<file path="config.mk">
export PLATFORM = sky130hd
export DESIGN_NAME = hazard_scheduler
export DESIGN_NICKNAME = d
export VERILOG_FILES = /design/src/rtl/hazard_scheduler.sv
export SDC_FILE = /design/constraint.sdc
export NUM_CORES = 1
export LEC_CHECK = 0
export BUFFER_PORTS_ARGS = -buffer_cell sky130_fd_sc_hd__buf_2
export CAP_MARGIN = 10
export CORE_MARGIN = 5
export CORE_UTILIZATION = 49
export DETAILED_ROUTE_END_ITERATION = 16
export HOLD_SLACK_MARGIN = 0.05
export PLACE_DENSITY = 0.75
export SLEW_MARGIN = 20
export SYNTH_ARGS = -nofsm -noshare
export SYNTH_HDL_FRONTEND = slang
export SYNTH_SLANG_ARGS = --single-unit
</file>
<file path="constraint.sdc">
create_clock -name clk -period 2.32 [get_ports clk]
set_clock_uncertainty 0.15 [all_clocks]
set_input_delay 0.116 -clock clk [delete_from_list [all_inputs] [get_ports clk]]
set_output_delay 0.116 -clock clk [all_outputs]
set_load 0.01 [all_outputs]
</file>
<file path="src/rtl/hazard_scheduler.sv">
`default_nettype none
// +--------------------------------------------------------------------------+
// | Module   : hazard_scheduler                                              |
// | Purpose  : ID-stage stall/bubble control from a 3-slot write scoreboard  |
// |            (EX/MEM/WB) plus a mult/div busy counter.                     |
// | Revision : 1.0                                                           |
// +--------------------------------------------------------------------------+
module hazard_scheduler #(
  parameter int MULT_CYCLES = 5,
  parameter int DIV_CYCLES  = 10
) (
  input  logic       clk,
  input  logic       reset,
  input  logic [6:0] id_rs_URA,
  input  logic [6:0] id_rt_URA,
  input  logic [1:0] id_T_use_rs,
  input  logic [1:0] id_T_use_rt,
  input  logic [6:0] id_rd_URA,
  input  logic [1:0] id_T_new,
  input  logic       id_md_start,
  input  logic       id_md_is_div,
  input  logic       id_md_use,
  output logic       pc_enable,
  output logic       if_id_enable,
  output logic       id_ex_flush,
  output logic       md_busy
);

  localparam logic [3:0] c_mult_load = 4'(MULT_CYCLES);
  localparam logic [3:0] c_div_load  = 4'(DIV_CYCLES);

  logic [6:0] r_ex_ura, r_mem_ura, r_wb_ura;
  logic [1:0] r_ex_t,   r_mem_t,   r_wb_t;
  logic [3:0] r_md_cnt;

  logic w_hz_rs, w_hz_rt, w_hz_md, w_stall;

  function automatic logic [1:0] sat_dec(input logic [1:0] t);
    return (t == 2'd0) ? 2'd0 : t - 2'd1;
  endfunction

  // Only the youngest matching slot decides; older writers are shadowed.
  function automatic logic src_hazard(
    input logic [6:0] src,   input logic [1:0] t_use,
    input logic [6:0] ex_u,  input logic [1:0] ex_t,
    input logic [6:0] mem_u, input logic [1:0] mem_t,
    input logic [6:0] wb_u,  input logic [1:0] wb_t
  );
    logic hz;
    hz = 1'b0;
    if (src != 7'd0) begin
      if (ex_u == src)       hz = (ex_t  > t_use);
      else if (mem_u == src) hz = (mem_t > t_use);
      else if (wb_u == src)  hz = (wb_t  > t_use);
    end
    return hz;
  endfunction

  always_comb begin
    w_hz_rs = src_hazard(id_rs_URA, id_T_use_rs, r_ex_ura, r_ex_t,
                         r_mem_ura, r_mem_t, r_wb_ura, r_wb_t);
    w_hz_rt = src_hazard(id_rt_URA, id_T_use_rt, r_ex_ura, r_ex_t,
                         r_mem_ura, r_mem_t, r_wb_ura, r_wb_t);
    w_hz_md = id_md_use & (r_md_cnt != 4'd0);
    w_stall = ~reset & (w_hz_rs | w_hz_rt | w_hz_md);
  end

  assign pc_enable    = ~w_stall;
  assign if_id_enable = ~w_stall;
  assign id_ex_flush  = w_stall;
  assign md_busy      = ~reset & (r_md_cnt != 4'd0);

  always_ff @(posedge clk) begin
    if (reset) begin
      r_ex_ura  <= 7'd0;
      r_ex_t    <= 2'd0;
      r_mem_ura <= 7'd0;
      r_mem_t   <= 2'd0;
      r_wb_ura  <= 7'd0;
      r_wb_t    <= 2'd0;
      r_md_cnt  <= 4'd0;
    end else begin
      r_wb_ura  <= r_mem_ura;
      r_wb_t    <= sat_dec(r_mem_t);
      r_mem_ura <= r_ex_ura;
      r_mem_t   <= sat_dec(r_ex_t);
      if (w_stall) begin
        r_ex_ura <= 7'd0;
        r_ex_t   <= 2'd0;
      end else begin
        r_ex_ura <= id_rd_URA;
        r_ex_t   <= id_T_new;
      end
      // A stalled start must not load, so load is gated on ~stall.
      if (~w_stall & id_md_start)
        r_md_cnt <= id_md_is_div ? c_div_load : c_mult_load;
      else if (r_md_cnt != 4'd0)
        r_md_cnt <= r_md_cnt - 4'd1;
    end
  end

endmodule
`default_nettype wire

</file>
Word level (Yosys, flattened, before mapping):

Index checks and enable logic that the tools add are counted.

* output and inout bits: 4
* register bits: 31
* word-level logic and storage cells: 50
* bits of input ports: 32

* order comparisons: 6
* equality and inequality tests: 6
* multiplexer cells: 11
* bitwise gates (word level): 8
* add/sub/neg operators: 3
* reductions and logical operators: 9

Operators by type and width (number)
* 7-bit equality test: 6
* 7-bit nonzero test: 2
* 2-bit > comparator: 6
* 4-bit 2-to-1 mux: 3
* 1-bit 2-to-1 mux: 8
* 2-bit OR reduction: 3
* 1-bit AND: 4
* 2-bit zero test: 2
* 4-bit nonzero test: 1
* 2-bit by 1-bit subtractor with 2-bit output, second input constant: 2
* 4-bit by 1-bit subtractor with 4-bit output, second input constant: 1
* 1-bit inverter: 2
* 1-bit OR: 2
* 2-bit nonzero test: 1

Depth between registers and ports, before layout:

Gate-level depths: netlist (run 1).

* depth in word-level cells: 11
* gate-level depth with buffers: 10
* depth with buffers taken out: 9

Worst setup path before layout (run 1):

Ideal clock, no wire load.

* path kind: reg-to-output
* start: register r_wb_t[1]
* end: output port pc_enable
* arrival time: 2.181 ns
* stages on the path, launching flop included: 10
* buffers on the path: 1
* data required time: 2.054 ns
* slack: -0.127 ns
* cells stage by stage: dfxtp_1 ha_1 nor2b_1 o2111ai_1 a2111oi_2 a211oi_1 o32ai_2 nor2_1 or2_2 buf_4

* longest elaborated chain between the ends: 9
* elaborated cells on any way between the ends: 14
* classes of those cells: order compare: 2; mux: 8; bitwise: 4

Ends and longest elaborated chain
* start: declaration: RTL line 33 `logic [1:0] r_ex_t, r_mem_t, r_wb_t;`
* start signal: assignment: RTL line 84 `r_wb_t <= sat_dec(r_mem_t);`
* 2-bit > comparator: RTL line 54 `else if (wb_u == src) hz = (wb_t > t_use);`
* 1-bit 2-to-1 mux: RTL line 54
* 1-bit 2-to-1 mux: RTL line 53 `else if (mem_u == src) hz = (mem_t > t_use);`
* 1-bit 2-to-1 mux: RTL line 52 `if (ex_u == src) hz = (ex_t > t_use);`
* 1-bit 2-to-1 mux: RTL line 51 `if (src != 7'd0) begin`
* 1-bit OR * (2 in series): RTL line 65 `w_stall = ~reset & (w_hz_rs | w_hz_rt | w_hz_md);`
* 1-bit AND *: RTL line 65
* 1-bit inverter *
* end: declaration: RTL line 23 `output logic pc_enable,`

Mark *: on every way between the ends. The rest lies on a longest branch, timed or not.

Final worst setup path (run 1):

* start: register r_wb_t[1]
* end: output port if_id_enable

* longest elaborated chain between the ends: 9
* elaborated cells on any way between the ends: 14
* classes of those cells: order compare: 2; mux: 8; bitwise: 4

Ends and longest elaborated chain
* 2-bit > comparator: RTL line 54
* 1-bit 2-to-1 mux: RTL line 54
* 1-bit 2-to-1 mux: RTL line 53
* 1-bit 2-to-1 mux: RTL line 52
* 1-bit 2-to-1 mux: RTL line 51
* 1-bit OR * (2 in series): RTL line 65
* 1-bit AND *: RTL line 65
* 1-bit inverter *: RTL line 69 `assign if_id_enable = ~w_stall;`
* end: declaration: RTL line 24 `output logic if_id_enable,`

Marks and branches as above.

==> impl_metrics.yaml, run 1 <==
run_status:
  outcome: "complete, but fails checks"
  violations: "negative setup slack"
grt:
  overflow: 0
  grtUsageTotal_pct: 17.9
  grt_max_degree: 29
  grt_pass1_vias: 1594
  antenna_found_initial: 0
  grt_pass1_wl_um: 7030
clock_tree:
  clock_path_buffers: 2
  htreeDepth: 2
  cts.sinks: 31
  cts_root_buf: "clkbuf_8"
  worstSkewPairLatency_ps: 280
  cts.clk_slew.worst_paths_ps: 60
  cts_buffers: 5
  cts_tree: "built"
final_layout:
  n_fill_cell: 304
  final_common_cell: "buf_2"
  utilization_pct: 67.6
  nNetsFinal: 300
  drive_above_1_share_pct: 30.3
  stdcell_count: 302
  diodes: 0
  final_cell_mix: "buf_2, dfxtp_1, xnor2_1"
  syn_to_final_growth_pct: 33.8
  multiInputGateArea_mm2: 0.00128
  seqCellArea_um2: 627
min_path:
  hold_path.class: "in -> reg"
detailed_routing:
  drc: 0
  drt_iter0_drc: 45
  detail-route-antenna-nets: 0
  drt_first_pass_iters: 4
  wl_um: 4340
  vias_per_cell: 5.17
  vias: 1561
  wire_per_inst_um: 14.4
critical_path:
  cp.required_ps: 2050
  worstPathMaxFanout: 2
  critical_path_class: "reg -> out"
  worst_ep_arrival_time_ps: 2250
  startpoint_type: "flop"
  crit_path_end_kind: "primary output"
die:
  dieWidth_um: 71.2
  row_count: 22
  dieArea_mm2: 0.00507
  pin_count: 36
  dieHeight_um: 71.2
  initial_core_util_pct: 50.6
  core-area_mm2: 0.00363
pwr:
  power.internal_mw: 1.19
  seq_power_share_pct: 38.7
  p_sw_mw: 0.574
  pwr-share-comb_pct: 38.7
  power_mw: 1.77
  vdd_ir_drop_max_v: 0.000583
  p_clk_share_pct: 22.6
  power_density_mw_per_mm2: 719
  p_sw_share_pct: 32.5
  p_leak_nw: 1.03
logic_synthesis:
  synth_nets: 242
  ys_warn_count: 0
  yosys-top-cells-area: "dfxtp_1, xnor2_1, ha_1"
  ys_types: 34
  syn_area_per_cell_um2: 9.42
  netlist.area_leader.share_pct: 33.8
  syn_area_mm2: 0.00184
  synth_area_leader_cell: "dfxtp_1"
  postSynthCellCount: 195
  ys_ff_latch: 31
  seq_area_frac_synth_pct: 33.8
timing:
  slew-limit-headroom_pct: 66.5
  rsz0062_at_grt: "true"
  worstMarginPinSlew_ps: 503
  setup_viol: 9
  setup-tns-final_ps: -1100
  post-route-period-util_pct: 108
  period_needed_ps: 2510
  slew_violations: 0
  timing.final.ws_setup_ps: -192
  final_hold_viol_count: 0
  timing.fmax_mhz: 398
placement:
  port_buffers: 35
  dp_cells: 284
  place.gp.congestion: 0.888
  place_ws_ps: -212
  dp_hpwl_um: 3280
flow_run:
  maxCapViolations: 0
worst paths after layout:
| check | start | end | slack (ps) | depth (start not counted) |
|---|---|---|---|---|
| max | r_wb_t[1] | if_id_enable | -190 | 9 |
| min | id_md_is_div | r_md_cnt[2] | 110 | 3 |
| max reg2reg | r_wb_t[1] | r_md_cnt[1] | -160 | 10 |
| min reg2reg | r_ex_t[0] | r_mem_t[0] | 270 | 1 |
layout make-up:
cell class                      count  area share, %
Clock buffer                        7           3.11
Clock inverter                      1          0.204
Inverter                           12           1.83
Multi-Input combinational cell    148           52.2
Sequential cell                    31           25.5
Tap cell                           48           2.44
Timing Repair Buffer               55           14.7
worst max-delay path: stages, from the launching register on:
cell       delay, ps
dfxtp_4          360
ha_4             270
nor2b_4          130
o2111ai_2        130
a2111oi_4        220
a211oi_2         130
o32ai_2          250
nor2_1           100
or2_4            260
buf_6            120
power groups by stage:
stage	sequential [mW]	clock (mW)	combinational (mW)
global route	0.691	0.443	0.772
floorplan	0.672	0	0.420
finish	0.684	0.399	0.685
detailed placement	0.690	0	0.586
CTS	0.680	0.413	0.628
global placement	0.687	0	0.564
per-layer routing:
metal | global-route usage (%) | vias up | wire, um
met5 | 0 | - | 0
met4 | 8.14 | 0 | 126
met3 | 4.63 | 14 | 177
met2 | 30.1 | 41 | 2140
met1 | 21.2 | 735 | 1900
li1 | - | 771 | -
stage by stage:
stage               instance area [um2]  hold slack, ps
floorplan                          1840            87.7
global placement                   2130             167
detailed placement                 2130             169
CTS                                2370            65.0
global route                       2460             108
finish                             2460             113
state kept, by name, indices dropped and copies added, names as in the netlist:
signal     cells
r_mem_t        2
r_md_cnt       4
r_ex_t         2
r_ex_ura       7
r_wb_t         2
r_mem_ura      7
r_wb_ura       7
cell usage after synthesis:
cell type / instances
inv_1: 12
a2111oi_0: 1
nand4_1: 2
a22o_1: 1
buf_4: 1
clkbuf_1: 3
a211oi_1: 2
a21oi_1: 6
nor2_1: 9
or4_1: 1
nor3_1: 6
and2_1: 9
nor4bb_1: 1
mux2_1: 4
nand2_1: 4
mux2_2: 1
a2111oi_2: 1
nor4_1: 6
o2111ai_1: 2
nand2b_1: 2
dfxtp_1: 31
xnor2_1: 27
o21ai_0: 1
nand3_1: 4
nor3b_1: 1
nor2b_1: 20
nor3b_2: 1
ha_1: 15
nor3_2: 1
or3_1: 1
o32ai_2: 1
or2_2: 1
xor2_1: 16
and4bb_1: 1
what timing repair did:
action,in CTS,in global routing
endpoints found under the setup margin,16,16
pin swaps,5,7
setup buffers,1,0
hold endpoints to repair,9,0
hold buffers,9,0
gates cloned,0,0
gates resized for setup,10,17
logic make-up after synthesis:
family | synth area share [%]
compound gates | 6.34
xor+xnor | 20.5
fa+ha+maj | 10.2
buf+inv | 3.47
flops | 33.8
mux | 3.07
simple gates | 22.6
Power figures use the tool's default switching activity.
==> inputs of run 2 (changes only) <==
Settings changed: CORE_UTILIZATION 49 to 59, PLACE_DENSITY 0.75 to 0.85.
Clock period 2.32 ns to 3 ns, I/O delays scaled along.
==> run 2 against run 1 <==
Compared with the run above:
- the run now ends clean
- register-to-register slack improved by 520 ps
- utilization grew 5.6 points
- cell area is 9.8% lower
- first-iteration DRC count rose by 36%
- sequential share of layout area grew 2.5 points
- critical path depth is the same
- die area fell by 15%
- largest power group is now sequential cells
- highest routed layer unchanged
==> impl_metrics.yaml, run 2 (synthesis gave the netlist of run 1 again) <==
run_status:
  outcome: "finished, final reports clean"
flow_run:
  maxCapViolations: 0
clock_tree:
  cts_root_buf: "clkbuf_4"
  cts.sinks: 31
  htreeDepth: 2
  cts_buffers: 5
  cts.clk_slew.worst_paths_ps: 90
  worstSkewPairLatency_ps: 320
  clock_path_buffers: 2
  cts_tree: "built"
detailed_routing:
  wire_per_inst_um: 13.7
  drt_iter0_drc: 61
  vias: 1483
  drt_first_pass_iters: 4
  detail-route-antenna-nets: 0
  drc: 0
  vias_per_cell: 5.11
  wl_um: 3990
final_layout:
  final_common_cell: "buf_2"
  n_fill_cell: 259
  multiInputGateArea_mm2: 0.00116
  nNetsFinal: 292
  syn_to_final_growth_pct: 20.6
  diodes: 0
  drive_above_1_share_pct: 20.7
  final_cell_mix: "buf_2, dfxtp_1, xnor2_1"
  reg.largest.list: "r_ex_ura (7), r_mem_ura (7), r_wb_ura (7)"
  seqCellArea_um2: 621
min_path:
  worstHoldStart: "id_md_is_div"
  hold_path.class: "in -> reg"
  min_delay_path_depth: 3
  min_to: "r_md_cnt[0]"
critical_path:
  worstPathMaxFanout: 3
  worst_ep_arrival_time_ps: 2510
  startpoint_type: "flop"
  critPathBufInv: 1
  cp.required_ps: 2700
  cpMaxStageDelayCell: "dfxtp_1"
  crit_path_end_kind: "primary output"
  cpLargestDelayFamily: "compound AO/OA/AOI/OAI gates"
  cpPeakStageDelay_ps: 330
  rrSetupSlack_ps: 360
  critical_path_class: "reg -> out"
  rr_worst_depth: 8
  path_cells: "ha_1 > nor2b_1 > o2111ai_1 > a2111oi_2 > a211oi_2 > o32ai_2 > nor2_1 > or2_2 > buf_2"
  worst_r2r_endpoint: "r_md_cnt[2]"
  crit-reg2reg-launch: "r_mem_ura[3]"
pwr:
  power_density_mw_per_mm2: 543
  vdd_ir_drop_max_v: 0.000609
  p_leak_nw: 0.943
die:
  row_count: 20
  core-area_mm2: 0.00303
  initial_core_util_pct: 60.7
  dieHeight_um: 65.8
  dieWidth_um: 65.8
  dieArea_mm2: 0.00433
  pin_count: 36
timing:
  slew_violations: 0
  setup_viol: 0
  post-route-period-util_pct: 93.5
  finalHoldWorstSlack_ps: 66.6
  worstMarginPinSlew_ps: 491
  final_hold_viol_count: 0
  setup-tns-final_ps: 0
  slew-limit-headroom_pct: 67.3
  period_needed_ps: 2810
  timing.fmax_mhz: 356
grt:
  grt_max_degree: 29
  antenna_found_initial: 0
  grtUsageTotal_pct: 20.3
  grt_pass1_wl_um: 6670
  overflow: 0
  grt_pass1_vias: 1494
placement:
  dp_hpwl_um: 3070
  port_buffers: 35
  place.gp.congestion: 0.934
run 2: cell types whose count changed in the layout (fill, tap and decap cells not counted), sizes merged:
cell / previous run / this run
buf: 46 / 38
run 2: metal layers:
metal	vias to the layer above	global-route usage, %	wire (um)
li1	763	-	-
met1	669	23.4	1760
met2	45	35.0	1930
met3	6	5.27	220
met4	0	8.55	77
met5	-	0	0
run 2: worst max path at each step:
stage / start / end / slack (ps) / cells after the start
final: r_wb_t[1] / if_id_enable / 190 / 9
after global routing: r_wb_t[1] / if_id_enable / -30 / 9
after CTS: r_wb_t[1] / if_id_enable / 30 / 9
after detailed placement: r_wb_t[1] / if_id_enable / 410 / 9
after global placement: id_T_use_rt[1] / if_id_enable / 470 / 11
after floorplan: r_wb_t[1] / pc_enable / 520 / 9
run 2: final cells by class:
| cell class | instances | share of cell area [%] |
|---|---|---|
| sequential | 31 | 28.0 |
| multi-input combinational | 148 | 52.2 |
| inverter | 12 | 2.03 |
| clock buffer | 7 | 2.03 |
| tap | 44 | 2.48 |
| clock inverter | 1 | 0.226 |
| timing repair buffer | 47 | 13.0 |
run 2: power by group:
| part | internal [mW] | switching (mW) |
|---|---|---|
| sequential | 0.473 | 0.0514 |
| clock | 0.0913 | 0.138 |
| combinational | 0.231 | 0.220 |
run 2: what timing repair did:
item | in CTS | in global routing
buffers inserted | 0 | 2
endpoints found under the hold margin | 9 | 0
resized for setup | 0 | 1
hold buffers | 9 | 0
setup endpoints to repair | 0 | 2
run 2: worst min-delay path: stages:
cell and delay, ps:
buf_2 100, nor2_1 120, mux2_1 140
run 2: per-stage QoR:
| stage | utilization [%] | worst slack, ps | instance area, um2 | cells | power [mW] |
|---|---|---|---|---|---|
| 3_3_place_gp | 67.9 | 465 | 2060 | 271 | 0.954 |
| 6_report | 73.2 | 194 | 2220 | 290 | 1.20 |
| 4_1_cts | 72.5 | 31.9 | 2200 | 288 | 1.21 |
| 2_1_floorplan | - | 519 | 1840 | 195 | 0.842 |
| 3_5_place_dp | 67.9 | 414 | 2060 | 271 | 0.973 |
| 5_1_grt | 73.2 | -29.5 | 2220 | 290 | 1.30 |
